## config.mk

```make
export PLATFORM = sky130hd
export DESIGN_NAME = mux32
export DESIGN_NICKNAME = d
export VERILOG_FILES = /design/src/rtl/mux32.sv
export SDC_FILE = /design/constraint.sdc
export NUM_CORES = 1
export LEC_CHECK = 0
export CAP_MARGIN = 20
export CELL_PAD_IN_SITES_DETAIL_PLACEMENT = 1
export CELL_PAD_IN_SITES_GLOBAL_PLACEMENT = 2
export CORE_AREA = 2 2 426 428
export DETAILED_ROUTE_END_ITERATION = 8
export DIE_AREA = 0 0 428 430
export PLACE_DENSITY_LB_ADDON = 0.1
export REMOVE_ABC_BUFFERS = 1
export SYNTH_ARGS = -nofsm -noshare
export SYNTH_HDL_FRONTEND = slang
export SYNTH_SLANG_ARGS = --single-unit
```

## constraint.sdc

```tcl
create_clock -name clock -period 5.42 [get_ports clock]
set_input_delay 1.084 -clock clock [delete_from_list [all_inputs] [get_ports clock]]
set_output_delay 1.084 -clock clock [all_outputs]
set_load 0.02 [all_outputs]
```

## src/rtl/mux32.sv

```systemverilog
// 32-to-1 word multiplexer built as a 5-level balanced tree of 2:1 muxes,
// with a combinational output and a registered copy for pipelined consumers.
module mux32 #(
  parameter int WIDTH = 32
) (
  output logic [WIDTH-1:0] out,
  input  logic [4:0]       select,
  input  logic [WIDTH-1:0] in0,
  input  logic [WIDTH-1:0] in1,
  input  logic [WIDTH-1:0] in2,
  input  logic [WIDTH-1:0] in3,
  input  logic [WIDTH-1:0] in4,
  input  logic [WIDTH-1:0] in5,
  input  logic [WIDTH-1:0] in6,
  input  logic [WIDTH-1:0] in7,
  input  logic [WIDTH-1:0] in8,
  input  logic [WIDTH-1:0] in9,
  input  logic [WIDTH-1:0] in10,
  input  logic [WIDTH-1:0] in11,
  input  logic [WIDTH-1:0] in12,
  input  logic [WIDTH-1:0] in13,
  input  logic [WIDTH-1:0] in14,
  input  logic [WIDTH-1:0] in15,
  input  logic [WIDTH-1:0] in16,
  input  logic [WIDTH-1:0] in17,
  input  logic [WIDTH-1:0] in18,
  input  logic [WIDTH-1:0] in19,
  input  logic [WIDTH-1:0] in20,
  input  logic [WIDTH-1:0] in21,
  input  logic [WIDTH-1:0] in22,
  input  logic [WIDTH-1:0] in23,
  input  logic [WIDTH-1:0] in24,
  input  logic [WIDTH-1:0] in25,
  input  logic [WIDTH-1:0] in26,
  input  logic [WIDTH-1:0] in27,
  input  logic [WIDTH-1:0] in28,
  input  logic [WIDTH-1:0] in29,
  input  logic [WIDTH-1:0] in30,
  input  logic [WIDTH-1:0] in31,
  input  logic             clock,
  input  logic             reset_n,
  output logic [WIDTH-1:0] out_q
);

  logic [WIDTH-1:0] lvl0 [32];
  logic [WIDTH-1:0] lvl1 [16];
  logic [WIDTH-1:0] lvl2 [8];
  logic [WIDTH-1:0] lvl3 [4];
  logic [WIDTH-1:0] lvl4 [2];

  assign lvl0[0]  = in0;
  assign lvl0[1]  = in1;
  assign lvl0[2]  = in2;
  assign lvl0[3]  = in3;
  assign lvl0[4]  = in4;
  assign lvl0[5]  = in5;
  assign lvl0[6]  = in6;
  assign lvl0[7]  = in7;
  assign lvl0[8]  = in8;
  assign lvl0[9]  = in9;
  assign lvl0[10] = in10;
  assign lvl0[11] = in11;
  assign lvl0[12] = in12;
  assign lvl0[13] = in13;
  assign lvl0[14] = in14;
  assign lvl0[15] = in15;
  assign lvl0[16] = in16;
  assign lvl0[17] = in17;
  assign lvl0[18] = in18;
  assign lvl0[19] = in19;
  assign lvl0[20] = in20;
  assign lvl0[21] = in21;
  assign lvl0[22] = in22;
  assign lvl0[23] = in23;
  assign lvl0[24] = in24;
  assign lvl0[25] = in25;
  assign lvl0[26] = in26;
  assign lvl0[27] = in27;
  assign lvl0[28] = in28;
  assign lvl0[29] = in29;
  assign lvl0[30] = in30;
  assign lvl0[31] = in31;

  // Level n pairs adjacent words using select[n]; the odd word of each pair wins on 1.
  for (genvar j = 0; j < 16; j++) begin : g_l1
    assign lvl1[j] = select[0] ? lvl0[2*j+1] : lvl0[2*j];
  end
  for (genvar j = 0; j < 8; j++) begin : g_l2
    assign lvl2[j] = select[1] ? lvl1[2*j+1] : lvl1[2*j];
  end
  for (genvar j = 0; j < 4; j++) begin : g_l3
    assign lvl3[j] = select[2] ? lvl2[2*j+1] : lvl2[2*j];
  end
  for (genvar j = 0; j < 2; j++) begin : g_l4
    assign lvl4[j] = select[3] ? lvl3[2*j+1] : lvl3[2*j];
  end

  assign out = select[4] ? lvl4[1] : lvl4[0];

  // Reset clears only the registered copy; the combinational path stays live.
  always_ff @(posedge clock or negedge reset_n) begin
    if (!reset_n) out_q <= '0;
    else          out_q <= out;
  end

endmodule

```

# Yosys cells after proc, flatten, opt, wreduce, memory -nomap -nowiden
# Cells that the tools add are included.
[totals] regBits=32 ramBits=0 memories=0 latchBits=0 romBits=0 word_cells=32 output_inout_bits=64
[op_classes] bitwise=0 addsub=0 n_lt_le_gt_ge=0 shifts=0 n_eq_ne=0 reduce_logical=0 muxes=31 mul=0 div=0
[op_table] cell="2-to-1 mux 32 bit" n=31

# Longest topological paths before layout
# Gate-level depths: netlist of the first run.
[depth] ltp_word=5 ltp_mapped=8 mapped_depth_nobuf=5

# Worst setup path before layout of the first run
# No wires, ideal clock.
[synth_timing] path_kind="in2out" startpoint="input port select[0]" endpoint="output port out[25]" path_buffers=4 arrival_ns=2.301 cell_stages=8 slack_ns=2.035 path_cell_list="buf_4 buf_6 buf_6 buf_6 mux2i_1 a22oi_1 a31oi_1 nand3_1"
[synth_via] elab_chain_len=5 elab_cells_between_ends=31 cone_classes="mux: 31"
[synth_rtl] element="from (decl)" line="7" source="input logic [4:0] select,"
[synth_rtl] element="2-to-1 mux 32 bit" line="86" source="assign lvl1[j] = select[0] ? lvl0[2*j+1] : lvl0[2*j];"
[synth_rtl] element="2-to-1 mux 32 bit" line="89" source="assign lvl2[j] = select[1] ? lvl1[2*j+1] : lvl1[2*j];"
[synth_rtl] element="2-to-1 mux 32 bit" line="92" source="assign lvl3[j] = select[2] ? lvl2[2*j+1] : lvl2[2*j];"
[synth_rtl] element="2-to-1 mux 32 bit" line="95" source="assign lvl4[j] = select[3] ? lvl3[2*j+1] : lvl3[2*j];"
[synth_rtl] element="2-to-1 mux 32 bit *" line="98" source="assign out = select[4] ? lvl4[1] : lvl4[0];"
[synth_rtl] element="to (decl)" line="6" source="output logic [WIDTH-1:0] out,"
# Mark *: on every way between the ends. The rest lies on a longest branch, timed or not.

# Final worst setup path of the first run
[layout_timing] startpoint="input port select[2]" endpoint="output port out[6]"
[layout_via] elab_chain_len=3 elab_cells_between_ends=7 cone_classes="mux: 7"
[layout_rtl] element="2-to-1 mux 32 bit" line="92"
[layout_rtl] element="2-to-1 mux 32 bit" line="95"
[layout_rtl] element="2-to-1 mux 32 bit *" line="98"
# Marks and branches as above.

==> impl_metrics.toml, run 1 <==
[run_status]
status = "finished clean"

[clock_network]
clockBufferDepth = 2
postCtsSetupRepairBufs = 0
cts_buffers = 5
cts_resized = 0
cts_root_buf = "clkbuf_16"
cts_tree = "built"
clk_pin_slew_ns = 0.09
hold_buffers = 0
cts.sinks = 32
htree_levels = 2

[cells_and_area]
reg_top3 = "out_q: 32 flops"
regMostFlops = "out_q"
largest_register_ffs = 32
drive_gt1_share_pct = 4.497
area_delta_synth_final_pct = 146.8
final_core_util_pct = 13.30
nFillCells = 21030
num-nets-final = 3276

[critical_path]
worstPathArrival_ns = 4.01
required_ns = 4.34
cp_num_buf_inv = 4
path_common_cell = "clkdlybuf4s50_1"
crit_chain = "clkdlybuf4s50_1, nor2b_4, buf_12, buf_4, a22o_1, nor3_1, a31oi_1, nand3_1, clkdlybuf4s50_1"
path_class = "input port to output pin"
worst_setup_path_start_kind = "input port"
critical_path.top_delay_family = "buffers and inverters"
path_depth = 9
endpoint_kind = "output pin"
critPathMaxFanout = 43
max_stage_delay_ns = 0.67
critPathSlowestCell = "clkdlybuf4s50_1"

[routing]
wl_um = 121900
vias_per_cell = 3.094
wl_per_cell_um = 26.38
postRouteAntennaNets = 0
vias = 14300
dr.first_iter.drc_count = 490
firstDrtPassIters = 5
drc = 0

[placed_design]
dp_slack_ns = 0.3328
portBuffers = 1094
place_congestion = 0.8144
place_hpwl_um = 104900

[synthesis]
seq_area_frac_synth_pct = 8.266
synth_area_leaders = "mux2i_1, dfrtp_1, a22oi_1, a22o_1, a21oi_1"
yosysWarnings = 0
ys_ff_latch = 32
synth_top_area_share_pct = 52.90
synthDistinctLibCells = 21
postSynthCellCount = 1190
yosysTopAreaCell = "mux2i_1"
avgSynthCellArea_um2 = 8.141
syn_area_mm2 = 0.009688

[power_and_ir_drop]
powerDensity_mw_per_mm2 = 110.5
p_leak_uw = 0.009267
ir_worst_vdd_mv = 0.1223

[floorplan]
die_y_um = 430
ios = 1095
initial_utilization_pct = 5.389
rows = 156
dieArea_mm2 = 0.1840
fp.coreArea_mm2 = 0.1798
die_w_um = 428

[global_route]
grt_first_pass_wirelength_um = 159000
overflow = 0
antenna_found_initial = 31
grt_usage_pct = 12.74
grt_max_degree = 58
grt_pass1_vias = 16360

[sta]
hold_viol = 0
slew_headroom_pct = 40.90
setup_ws_ns = 0.3228
drv_slew = 0
period_share_pct = 94.04
setup_viol = 0
min_period_ns = 5.097
rsz0062_at_grt = "no"
tightest_slew_ns = 0.8865
fmax_mhz = 196.2

[min_path]
hold_class = "input port to async pin"

[run]
drv_cap = 0
per-stage QoR:
step / area (um2) / cells / total power (uW) / hold slack, ns / TNS [ns]
4_1_cts: 23900 / 4616 / 2755 / 0.8507 / 0
2_1_floorplan: 8935 / 1064 / 849.7 / 0.7884 / -83.94
6_report: 23910 / 4620 / 2642 / 0.8395 / 0
3_5_place_dp: 23750 / 4608 / 2299 / 1.277 / 0
3_3_place_gp: 23750 / 4608 / 2304 / 1.276 / 0
5_1_grt: 23910 / 4619 / 2831 / 0.8658 / 0
how the worst max path moves through the flow:
stage	startpoint	slack (ns)	end
after global routing	select[2]	0.29	out[9]
after floorplan	select[1]	-1.75	out[0]
final	select[2]	0.32	out[6]
after detailed placement	select[2]	0.33	out[6]
after CTS	select[2]	0.33	out[6]
after global placement	select[2]	0.27	out[6]
routing by layer:
layer,vias up,track usage [%],part of all wire (%)
met2,475,25.85,57
met5,-,0,0.13
met3,68,2.744,4.5
li1,6724,-,-
met1,7000,13.66,38
met4,28,1.145,0.64
Yosys cell counts, drive strengths merged:
| cell | count |
|---|---|
| nand2b | 2 |
| nor3 | 32 |
| a22o | 64 |
| and2b | 1 |
| a22oi | 96 |
| nand3 | 96 |
| dfrtp | 32 |
| or2 | 1 |
| nand2 | 97 |
| mux2i | 512 |
| a21oi | 96 |
| buf | 81 |
| and2 | 1 |
| nor2b | 1 |
| nor2 | 1 |
| clkbuf | 45 |
| a31oi | 32 |
cell type report:
type / count / area [um2] / area share [%]
repair buffers: 1174 / 11810 / 49.38
multi-input cells: 1032 / 8179 / 34.20
well taps: 2370 / 2965 / 12.40
flip-flops and latches: 32 / 800.8 / 3.349
clock buffers: 6 / 138.9 / 0.5808
clock inverters: 2 / 10.01 / 0.04186
diodes: 4 / 10.01 / 0.04186
cell families after synthesis:
kind of cell,share of synthesized area [%]
and+or+nand+nor,10.81
buffers and inverters,7.775
AOI/OAI and AO/OA,20.25
DFF,8.266
muxes,52.90
cells in the final DEF (no fill, tap or decap):
cell type / synthesis / routed
a21oi_1: 96 / 96
a22o_1: 64 / 64
a22oi_1: 96 / 96
a31oi_1: 32 / 32
and2_4: 0 / 1
and2b_4: 0 / 1
buf_12: 0 / 21
buf_4: 34 / 63
buf_8: 0 / 1
clkbuf_16: 0 / 5
clkbuf_8: 0 / 1
clkdlybuf4s50_1: 0 / 1089
clkinv_2: 0 / 2
dfrtp_1: 32 / 32
diode_2: 0 / 4
mux2i_1: 512 / 512
nand2_1: 97 / 96
nand2_4: 0 / 1
nand2b_4: 0 / 2
nand3_1: 96 / 96
nor2_4: 0 / 1
nor2b_4: 0 / 1
nor3_1: 32 / 32
or2_4: 0 / 1
power by group:
part,internal [uW],total [uW],switching (uW)
Combinational,1100,1960,853
Sequential,274,287,13.2
Clock,185,400,215
Total,1560,2640,1080
Power figures use the tool's default switching activity.
==> run 2, diff against run 1 <==
--- a/config.mk
+++ b/config.mk
@@ -9,6 +9,7 @@
 export CELL_PAD_IN_SITES_DETAIL_PLACEMENT = 1
 export CELL_PAD_IN_SITES_GLOBAL_PLACEMENT = 2
 export CORE_AREA = 2 2 426 428
+export CTS_CLUSTER_DIAMETER = 80
 export DETAILED_ROUTE_END_ITERATION = 8
 export DIE_AREA = 0 0 428 430
 export PLACE_DENSITY_LB_ADDON = 0.1
==> results of run 2 <==
Same layout as run 1: the final DEF is identical, and so are final timing and power.
==> run 3, diff against run 2 <==
--- a/config.mk
+++ b/config.mk
@@ -14,6 +14,7 @@
 export DIE_AREA = 0 0 428 430
 export PLACE_DENSITY_LB_ADDON = 0.1
 export REMOVE_ABC_BUFFERS = 1
+export SKIP_LAST_GASP = 1
 export SYNTH_ARGS = -nofsm -noshare
 export SYNTH_HDL_FRONTEND = slang
 export SYNTH_SLANG_ARGS = --single-unit
==> results of run 3 <==
Same layout as run 1: the final DEF is identical, and so are final timing and power.
